==> config.mk <==
export PLATFORM = sky130hd
export DESIGN_NAME = reg_file_scoreboard_flat
export DESIGN_NICKNAME = d
export VERILOG_FILES = /design/src/rtl/reg_file_scoreboard_pkg.sv /design/src/rtl/reg_file_scoreboard_if.sv /design/src/rtl/reg_file_scoreboard_sb.sv /design/src/rtl/reg_file_scoreboard.sv /design/src/flat_wrapper.sv
export SDC_FILE = /design/constraint.sdc
export NUM_CORES = 2
export LEC_CHECK = 0
export BUFFER_PORTS_ARGS = -buffer_cell sky130_fd_sc_hd__buf_2
export CORE_MARGIN = 2
export CORE_UTILIZATION = 50
export CTS_BUF_LIST = sky130_fd_sc_hd__clkbuf_8
export DETAILED_ROUTE_END_ITERATION = 7
export MAX_ROUTING_LAYER = met4
export PLACE_DENSITY = 0.76
export SETUP_SLACK_MARGIN = 0.1
export SLEW_MARGIN = 20
export SYNTH_ARGS = -nofsm -noshare
export SYNTH_HDL_FRONTEND = slang
export SYNTH_SLANG_ARGS = --single-unit
==> constraint.sdc <==
create_clock -name clk -period 4.13 [get_ports clk]
set_input_delay 0.2065 -clock clk [delete_from_list [all_inputs] [get_ports clk]]
set_output_delay 0.2065 -clock clk [all_outputs]
set_load 0.03 [all_outputs]
==> src/rtl/reg_file_scoreboard_pkg.sv <==
// Shared definitions for the register file read side and the write-register mux.
// RegDst encodings select which instruction field names the destination register.
package reg_file_scoreboard_pkg;

    localparam int DATA_W     = 32;
    localparam int NREG       = 32;
    localparam int REG_ADDR_W = 5;
    localparam int LINK_REG   = 31;

    localparam logic [1:0] RS   = 2'b00;
    localparam logic [1:0] RT   = 2'b01;
    localparam logic [1:0] LINK = 2'b10;

    // Write-register mux: the destination address a given RegDst selects.
    function automatic logic [REG_ADDR_W-1:0] regdst_sel(
        input logic [1:0]            sel,
        input logic [REG_ADDR_W-1:0] rs,
        input logic [REG_ADDR_W-1:0] rt
    );
        case (sel)
            RS:      return rs;
            RT:      return rt;
            default: return REG_ADDR_W'(LINK_REG);
        endcase
    endfunction

endpackage

==> src/rtl/reg_file_scoreboard_if.sv <==
// Decode/write-back bundle for the register file: read request, issue and retire.
// The master modport is the pipeline side; the slave modport is the register file.
interface reg_file_scoreboard_if
    import reg_file_scoreboard_pkg::*;
#(
    parameter int DATA_W = reg_file_scoreboard_pkg::DATA_W
);
    logic                  rd_req;
    logic [REG_ADDR_W-1:0] rd_addr_a;
    logic [REG_ADDR_W-1:0] rd_addr_b;
    logic                  rd_stall;
    logic                  rd_valid;
    logic [DATA_W-1:0]     rd_data_a;
    logic [DATA_W-1:0]     rd_data_b;
    logic                  iss_valid;
    logic [REG_ADDR_W-1:0] iss_dest;
    logic                  iss_ready;
    logic                  wr_en;
    logic [REG_ADDR_W-1:0] wr_addr;
    logic [DATA_W-1:0]     wr_data;

    modport master (
        output rd_req, rd_addr_a, rd_addr_b, iss_valid, iss_dest, wr_en, wr_addr, wr_data,
        input  rd_stall, rd_valid, rd_data_a, rd_data_b, iss_ready
    );

    modport slave (
        input  rd_req, rd_addr_a, rd_addr_b, iss_valid, iss_dest, wr_en, wr_addr, wr_data,
        output rd_stall, rd_valid, rd_data_a, rd_data_b, iss_ready
    );
endinterface

==> src/rtl/reg_file_scoreboard_sb.sv <==
// Pending-write scoreboard: one bit per register, set on issue, cleared on retire.
// A bit being cleared this cycle already counts as free for issue and for reads.
module reg_scoreboard
    import reg_file_scoreboard_pkg::*;
#(
    parameter int NREG        = reg_file_scoreboard_pkg::NREG,
    parameter bit ZERO_REG_EN = 1'b0
) (
    input  logic                  clk,
    input  logic                  rst_n,
    input  logic                  iss_valid,
    input  logic [REG_ADDR_W-1:0] iss_dest,
    output logic                  iss_ready,
    input  logic                  wr_en,
    input  logic [REG_ADDR_W-1:0] wr_addr,
    input  logic                  rd_req,
    input  logic [REG_ADDR_W-1:0] rd_addr_a,
    input  logic [REG_ADDR_W-1:0] rd_addr_b,
    output logic                  rd_stall
);
    logic [NREG-1:0] pending_reg;
    logic [NREG-1:0] pending_next;
    logic [NREG-1:0] clr_vec;
    logic [NREG-1:0] set_vec;
    logic [NREG-1:0] busy_vec;

    genvar gi;
    generate
        for (gi = 0; gi < NREG; gi++) begin : g_bit
            localparam bit CAN_SET = !(ZERO_REG_EN && gi == 0);
            assign clr_vec[gi]  = wr_en && (wr_addr == REG_ADDR_W'(gi));
            assign set_vec[gi]  = CAN_SET && iss_valid && iss_ready && (iss_dest == REG_ADDR_W'(gi));
            assign busy_vec[gi] = pending_reg[gi] && !clr_vec[gi];
            // A new producer issued on the retire edge keeps the bit set.
            assign pending_next[gi] = set_vec[gi] || (pending_reg[gi] && !clr_vec[gi]);
        end
    endgenerate

    assign iss_ready = iss_valid && !busy_vec[iss_dest];
    assign rd_stall  = rd_req && (busy_vec[rd_addr_a] || busy_vec[rd_addr_b]);

    always_ff @(posedge clk or negedge rst_n) begin
        if (!rst_n) begin
            pending_reg <= '0;
        end else begin
            pending_reg <= pending_next;
        end
    end
endmodule

==> src/rtl/reg_file_scoreboard.sv <==
// General register file with two registered read ports, write-through bypass
// and a pending-write scoreboard that stalls reads of not-yet-retired registers.
module reg_file_scoreboard
    import reg_file_scoreboard_pkg::*;
#(
    parameter int DATA_W      = reg_file_scoreboard_pkg::DATA_W,
    parameter int NREG        = reg_file_scoreboard_pkg::NREG,
    parameter bit ZERO_REG_EN = 1'b0
) (
    input  logic                  clk,
    input  logic                  rst_n,
    reg_file_scoreboard_if.slave  bus
);
    logic [DATA_W-1:0] regs_reg [NREG];
    logic              rd_valid_reg;
    logic [DATA_W-1:0] rd_data_a_reg;
    logic [DATA_W-1:0] rd_data_b_reg;
    logic [DATA_W-1:0] rd_data_a_next;
    logic [DATA_W-1:0] rd_data_b_next;
    logic              rd_accept;
    logic              wr_allowed;

    reg_scoreboard #(
        .NREG        (NREG),
        .ZERO_REG_EN (ZERO_REG_EN)
    ) u_sb (
        .clk       (clk),
        .rst_n     (rst_n),
        .iss_valid (bus.iss_valid),
        .iss_dest  (bus.iss_dest),
        .iss_ready (bus.iss_ready),
        .wr_en     (bus.wr_en),
        .wr_addr   (bus.wr_addr),
        .rd_req    (bus.rd_req),
        .rd_addr_a (bus.rd_addr_a),
        .rd_addr_b (bus.rd_addr_b),
        .rd_stall  (bus.rd_stall)
    );

    assign wr_allowed = bus.wr_en && !(ZERO_REG_EN && bus.wr_addr == '0);
    assign rd_accept  = bus.rd_req && !bus.rd_stall;

    // Retiring data bypasses the array; a hard-wired zero register overrides even that.
    always_comb begin
        rd_data_a_next = regs_reg[bus.rd_addr_a];
        rd_data_b_next = regs_reg[bus.rd_addr_b];
        if (bus.wr_en && bus.wr_addr == bus.rd_addr_a) rd_data_a_next = bus.wr_data;
        if (bus.wr_en && bus.wr_addr == bus.rd_addr_b) rd_data_b_next = bus.wr_data;
        if (ZERO_REG_EN && bus.rd_addr_a == '0) rd_data_a_next = '0;
        if (ZERO_REG_EN && bus.rd_addr_b == '0) rd_data_b_next = '0;
    end

    always_ff @(posedge clk or negedge rst_n) begin
        if (!rst_n) begin
            for (int i = 0; i < NREG; i++) regs_reg[i] <= '0;
        end else if (wr_allowed) begin
            regs_reg[bus.wr_addr] <= bus.wr_data;
        end
    end

    always_ff @(posedge clk or negedge rst_n) begin
        if (!rst_n) begin
            rd_valid_reg  <= 1'b0;
            rd_data_a_reg <= '0;
            rd_data_b_reg <= '0;
        end else begin
            rd_valid_reg <= rd_accept;
            if (rd_accept) begin
                rd_data_a_reg <= rd_data_a_next;
                rd_data_b_reg <= rd_data_b_next;
            end
        end
    end

    assign bus.rd_valid  = rd_valid_reg;
    assign bus.rd_data_a = rd_data_a_reg;
    assign bus.rd_data_b = rd_data_b_reg;
endmodule
==> src/flat_wrapper.sv <==
// flat-port wrapper written by rule: the top's interface ports become plain ports
module reg_file_scoreboard_flat import reg_file_scoreboard_pkg::*;
#(
    parameter int DATA_W      = reg_file_scoreboard_pkg::DATA_W,
    parameter int NREG        = reg_file_scoreboard_pkg::NREG,
    parameter bit ZERO_REG_EN = 1'b0
)
  (clk, rst_n, bus_rd_req, bus_rd_addr_a, bus_rd_addr_b, bus_iss_valid, bus_iss_dest, bus_wr_en, bus_wr_addr, bus_wr_data, bus_rd_stall, bus_rd_valid, bus_rd_data_a, bus_rd_data_b, bus_iss_ready);
  reg_file_scoreboard_if #(.DATA_W(DATA_W)) bus_i ();
  input  logic clk;
  input  logic rst_n;
  input wire logic [$bits(bus_i.rd_req)-1:0] bus_rd_req;
  input wire logic [$bits(bus_i.rd_addr_a)-1:0] bus_rd_addr_a;
  input wire logic [$bits(bus_i.rd_addr_b)-1:0] bus_rd_addr_b;
  input wire logic [$bits(bus_i.iss_valid)-1:0] bus_iss_valid;
  input wire logic [$bits(bus_i.iss_dest)-1:0] bus_iss_dest;
  input wire logic [$bits(bus_i.wr_en)-1:0] bus_wr_en;
  input wire logic [$bits(bus_i.wr_addr)-1:0] bus_wr_addr;
  input wire logic [$bits(bus_i.wr_data)-1:0] bus_wr_data;
  output wire logic [$bits(bus_i.rd_stall)-1:0] bus_rd_stall;
  output wire logic [$bits(bus_i.rd_valid)-1:0] bus_rd_valid;
  output wire logic [$bits(bus_i.rd_data_a)-1:0] bus_rd_data_a;
  output wire logic [$bits(bus_i.rd_data_b)-1:0] bus_rd_data_b;
  output wire logic [$bits(bus_i.iss_ready)-1:0] bus_iss_ready;
  assign bus_i.rd_req = bus_rd_req;
  assign bus_i.rd_addr_a = bus_rd_addr_a;
  assign bus_i.rd_addr_b = bus_rd_addr_b;
  assign bus_i.iss_valid = bus_iss_valid;
  assign bus_i.iss_dest = bus_iss_dest;
  assign bus_i.wr_en = bus_wr_en;
  assign bus_i.wr_addr = bus_wr_addr;
  assign bus_i.wr_data = bus_wr_data;
  assign bus_rd_stall = bus_i.rd_stall;
  assign bus_rd_valid = bus_i.rd_valid;
  assign bus_rd_data_a = bus_i.rd_data_a;
  assign bus_rd_data_b = bus_i.rd_data_b;
  assign bus_iss_ready = bus_i.iss_ready;
  reg_file_scoreboard #(.DATA_W(DATA_W), .NREG(NREG), .ZERO_REG_EN(ZERO_REG_EN)) u_core (.clk(clk), .rst_n(rst_n), .bus(bus_i));
endmodule
Yosys cells after proc, flatten, opt, wreduce, memory -nomap -nowiden. Index checks and enable logic that the tools add are counted.

Magnitude comparators: 7. Equality and inequality tests: 64. Mux-type cells: 17. Bitwise logic cells: 3. Reduce and logical (&&, ||, !) cells: 172.

Operators by type and width (count): bitwise mux 1024 bit (1); binary-select mux 32 bit (select 5 bit) (2); 2-to-1 mux 32 bit (7); demux 32 bit (select 5 bit) (1); == test 5 bit (second input constant) (32); logical AND 1 bit (103); == test 5 x 4 -> 1 bit (second input constant) (16); == test 5 x 3 -> 1 bit (second input constant) (8); logical NOT 1 bit (34); logical OR 1 bit (33); == test 5 x 2 -> 1 bit (second input constant) (4); >= comparator 6 bit (second input constant) (3); < comparator 5 x 6 -> 1 bit (second input constant) (3); inverter 5 -> 6 bit (3); binary-select mux 1 bit (select 5 bit) (3); == test 5 x 1 -> 1 bit (second input constant) (2); == test 5 bit (2); logical NOT 5 bit (2); < comparator 6 x 1 -> 1 bit (second input constant) (1); 2-to-1 mux 1 bit (3).

Register bits: 1121. Word-level logic and storage cells: 299.

Logic depth before layout (Yosys ltp).
Depth in word-level cells: 11. Mapped depth: 13.

Modules after synthesis. Synthesis repeated with hierarchy kept, for this count alone.

Cells, all modules: 3811. Area, all modules: 59310.6 um^2.

By module, submodules not included: reg_file_scoreboard (instances 1, cells an instance 3530, area an instance 56862.0 um^2); reg_scoreboard (instances 1, cells an instance 281, area an instance 2448.6 um^2).

Worst setup path before layout. Ideal clock, no wire load.

Kind: input -> register. Start: input bus_rd_addr_b[0]. End: register u_core.rd_data_b_reg[0], in the netlist u_core.bus.rd_data_b[0]. Arrival time: 2.887 ns. Data required time: 4.003 ns. Slack: 1.115 ns. Stages on the path: 9. Path buffers: 4. Path through: clkbuf_1 buf_2 clkbuf_1 buf_1 mux4_2 mux4_2 mux2i_1 o21ai_0 mux2_1.

Longest elaborated chain between the ends: 6.

Ends and longest elaborated chain: start, declared (RTL line flat_wrapper.sv:14) `input wire logic [$bits(bus_i.rd_addr_b)-1:0] bus_rd_addr_b;`; binary-select mux 1 bit (select 5 bit) (RTL line reg_file_scoreboard_sb.sv:40) `assign rd_stall = rd_req && (busy_vec[rd_addr_a] || busy_vec[rd_addr_b]);`; 2-to-1 mux 1 bit (implied by the code) (RTL line reg_file_scoreboard_sb.sv:40); logical OR 1 bit (RTL line reg_file_scoreboard_sb.sv:40); logical AND 1 bit (RTL line reg_file_scoreboard_sb.sv:40); logical NOT 1 bit (RTL line reg_file_scoreboard.sv:41) `assign rd_accept = bus.rd_req && !bus.rd_stall;`; logical AND 1 bit (RTL line reg_file_scoreboard.sv:41); end signal, assigned (RTL line reg_file_scoreboard.sv:70) `rd_data_b_reg <= rd_data_b_next;`; end, declared (RTL line reg_file_scoreboard.sv:17) `logic [DATA_W-1:0] rd_data_b_reg;`.

Several ways; a longest one is shown, not always the timed one. The select of a mux whose other input is x is not followed. A chain may end at the register's enable or synchronous reset.

Final worst setup path.
Start: input bus_wr_addr[3]. End: output bus_iss_ready.

Longest elaborated chain between the ends: 8.

Ends and longest elaborated chain: start, declared (RTL line flat_wrapper.sv:18) `input wire logic [$bits(bus_i.wr_addr)-1:0] bus_wr_addr;`; == test 5 x 1 -> 1 bit, or another cell as far along (RTL line reg_file_scoreboard_sb.sv:31) `assign clr_vec[gi] = wr_en && (wr_addr == REG_ADDR_W'(gi));`; logical AND 1 bit (RTL line reg_file_scoreboard_sb.sv:31); logical NOT 1 bit (RTL line reg_file_scoreboard_sb.sv:33) `assign busy_vec[gi] = pending_reg[gi] && !clr_vec[gi];`; logical AND 1 bit (RTL line reg_file_scoreboard_sb.sv:33); binary-select mux 1 bit (select 5 bit) * (RTL line reg_file_scoreboard_sb.sv:39) `assign iss_ready = iss_valid && !busy_vec[iss_dest];`; 2-to-1 mux 1 bit (implied by the code) * (RTL line reg_file_scoreboard_sb.sv:39); logical NOT 1 bit * (RTL line reg_file_scoreboard_sb.sv:39); logical AND 1 bit * (RTL line reg_file_scoreboard_sb.sv:39); end, declared (RTL line flat_wrapper.sv:24) `output wire logic [$bits(bus_i.iss_ready)-1:0] bus_iss_ready;`.

Every way passes the cells marked *; elsewhere a longest branch is shown, timed or not. The select of a mux whose other input is x is not followed.

==> qor.csv <==
stage;metric;value;unit
setup_path;crit_top_cell;buf_2;
floorplan;die_x;349;um
setup_path;cp_top_family;buffers and inverters;
global_routing;antenna_found_initial;4;
finish;multi_input_area;29900;um^2
synthesis;yosysWarningCount;0;
synthesis;synth_top_area_cell;dfrtp_1;
setup_path;cp_num_buf_inv;4;
finish;largest_reg_flops;1024;
synthesis;synth_ff_type;dfrtp_1;
finish;final_util;56.3;%
global_routing;first_global_vias;39600;
timing;post-route-min-period;3.84;ns
cts;cts_sinks;1121;
finish;fin_cells;5745;
cts;max-clock-path-buffers;3;
global_routing;overflow;0;
timing;layout_worst_path_cycle_share;93.0;%
detailed_routing;drc_errors;0;
timing;report.final.slew_viol_count;0;
place;portBuffers;123;
setup_path;arrival;3.64;ns
floorplan;start_util;50.4;%
outcome;violations;negative hold slack;
power;power_density;499;nW/um^2
setup_path;cp_cell_sequence;dlygate4sd3_1, buf_2, and4bb_2, nand2_2, buf_4, nand2_1, mux4_2, mux2_2, nor2_1, o22ai_1, buf_2;
synthesis;syn-mean-instance-area;14.9;um^2
setup_path;criticalPathCategory;in2out;
finish;layout.nets;4118;
timing;max_freq;0.260;GHz
detailed_routing;initialDrtViolationCount;4445;
synthesis;post-synth-top-count-cell;dfrtp_1;
synthesis;synth.net_count;4054;
finish;fillerInstances;9106;
detailed_routing;first_pass_iters;7;
cts;cts_tree;yes;
setup_path;cp_max_fo;33;
timing;slew_headroom;27.7;%
floorplan;die_h;349;um
synthesis;ys_seq_area_share;47.2;%
global_routing;grt_max_degree;121;
timing;worstMarginPinSlew;1.08;ns
setup_path;max_stage_delay;0.71;ns
global_routing;grt_pass1_wl;258;mm
place;pre_cts_ws;0.515;ns
floorplan;core_area;118000;um^2
detailed_routing;ant_nets;0;
synthesis;yosysUniqueCellTypes;64;
synthesis;synth_edf_count;0;
timing;holdWs;-0.0259;ns
flow_run;max-cap-violations;0;
cts;clk_pin_slew;0.06;ns
synthesis;syn_area;59400;um^2
power;max-vdd-ir-drop;0.276;mV
timing;finalHoldViolations;5;
finish;seq_area;28100;um^2
cts;post-cts-setup-buffer-count;0;
detailed_routing;vias;38200;
setup_path;timing.critical_path.from_type;input port;
finish;drive_above_1_share;50.5;%
synthesis;async_reset_ff_share;100;%
floorplan;row_count;126;
worst_hold_path;hp-class;in2async;
timing;fin_tns_setup;0;ns
global_routing;grt_use_total;29.5;%
finish;syn2layout_area_growth;11.8;%
synthesis;synth_commonest_cells;1121 x dfrtp_1, 914 x mux2_2, 646 x mux4_2, 495 x nand2_1, 317 x clkbuf_1;
cts;cts_max_level;4;
floorplan;io_pins;124;
timing;fin_worst_skew;0.0603;ns
setup_path;cp_slowest_cell;buf_4;
floorplan;die-area;122000;um^2
outcome;outcome;complete, but fails checks;
timing;rsz0062_at_grt;false;
setup_path;crit_path_end_kind;output pin;
synthesis;yosysTopAreaCellShare;47.2;%
place;gp_congestion;0.934;
timing;setup_slack;0.288;ns
power;p_leak;29.1;nW
detailed_routing;via_per_inst;6.65;
cts;cts-root-buf;clkbuf_8;
timing;setup_viol;0;
cts;insertion_delay;0.90;ns
detailed_routing;wl_per_cell;29.7;um
synthesis;synth.area.top_cells;dfrtp_1 47%, mux4_2 25%, mux2_2 17%;
synthesis;synth-seq-cells;1121;
place;dpl.hpwl;95.1;mm
detailed_routing;drt-total-wl;171;mm
synthesis;synthCells;3997;
place;placed_cells;5366;
cts;cts_buffers;178;
setup_path;critical_path_required;3.92;ns
-- worst reg2reg max path, stage by stage (launching register included) --
cell and delay (ns):
dfrtp_1 0.37, o21ai_1 0.19, or4b_1 0.18, o2111ai_1 0.16
or4_4 0.56, nor4_4 0.53, buf_12 0.29, mux2_1 0.46
-- metrics by stage --
stage	power, mW	cell area, um^2
2_1_floorplan	20.5	59400
3_3_place_gp	22.5	62000
3_5_place_dp	22.9	62000
4_1_cts	33.2	66400
5_1_grt	34.5	66400
6_report	33.1	66400
-- final timing paths --
kind                                       startpoint                    endpoint  slack (ns)  cells after the start
max                                    bus_wr_addr[3]               bus_iss_ready        0.29                     11
min                                             rst_n  u_core.u_sb.pending_reg[2]       -0.03                      2
max reg2reg                u_core.u_sb.pending_reg[1]    u_core.bus.rd_data_a[16]        1.25                      7
min reg2reg                  u_core.bus.rd_data_b[31]    u_core.bus.rd_data_b[31]        0.48                      1
max in group asynchronous                       rst_n        u_core.regs_reg[870]        2.82                      3
min in group clk                     bus_rd_addr_b[3]    u_core.bus.rd_data_b[30]        0.20                      4
-- power breakdown --
group          total, mW  internal, mW  switching (mW)  leakage, nW
clock network       10.3          5.59            4.72         2.21
registers           15.0          13.3            1.70         14.3
logic               7.76          4.39            3.38         12.5
total               33.1          23.3            9.80         29.1
-- kinds of logic after synthesis --
family	Yosys count	share of synthesized area, %
muxes	1682	44.0
and+or+nand+nor	616	4.35
AOI/OAI and AO/OA	157	1.56
buffers and inverters	411	2.70
xor gates and xnor gates	10	0.148
DFF	1121	47.2
-- area by class of cell --
class | instances | area share, %
antenna | 4 | 0.0151
sequential | 1121 | 42.2
inverter | 4 | 0.0226
timing repair buffer | 291 | 3.86
tap | 1536 | 2.89
multi-input combinational | 2465 | 45.1
clock inverter | 88 | 1.00
clock buffer | 236 | 4.89
-- what timing repair did --
item                                    in CTS  in global routing
endpoints found under the hold margin     1173                  0
endpoints found under the setup margin       0                  0
hold buffers                                51                  0
resized for setup                            0                  0
-- per-layer routing --
metal / wire length, um / track usage (%) / part of all wire [%]
met1: 67200 / 38.6 / 39
met2: 82800 / 46.1 / 48
met3: 12800 / 4.56 / 7.5
met4: 8040 / 13.3 / 4.7
met5: 0 / - / 0
-- placed cells by master (no fill, tap or decap), drive strengths merged, types with 18 or more instances in the layout --
cell / instances
o21ai: 108
buf: 240
clkinv: 18
nand2: 495
clkbuf: 236
mux2i: 73
dfrtp: 1121
mux2: 963
inv: 64
mux4: 646
nor2: 38
dlygate4sd3: 51
Note: power is estimated with default switching activity, not from simulation.
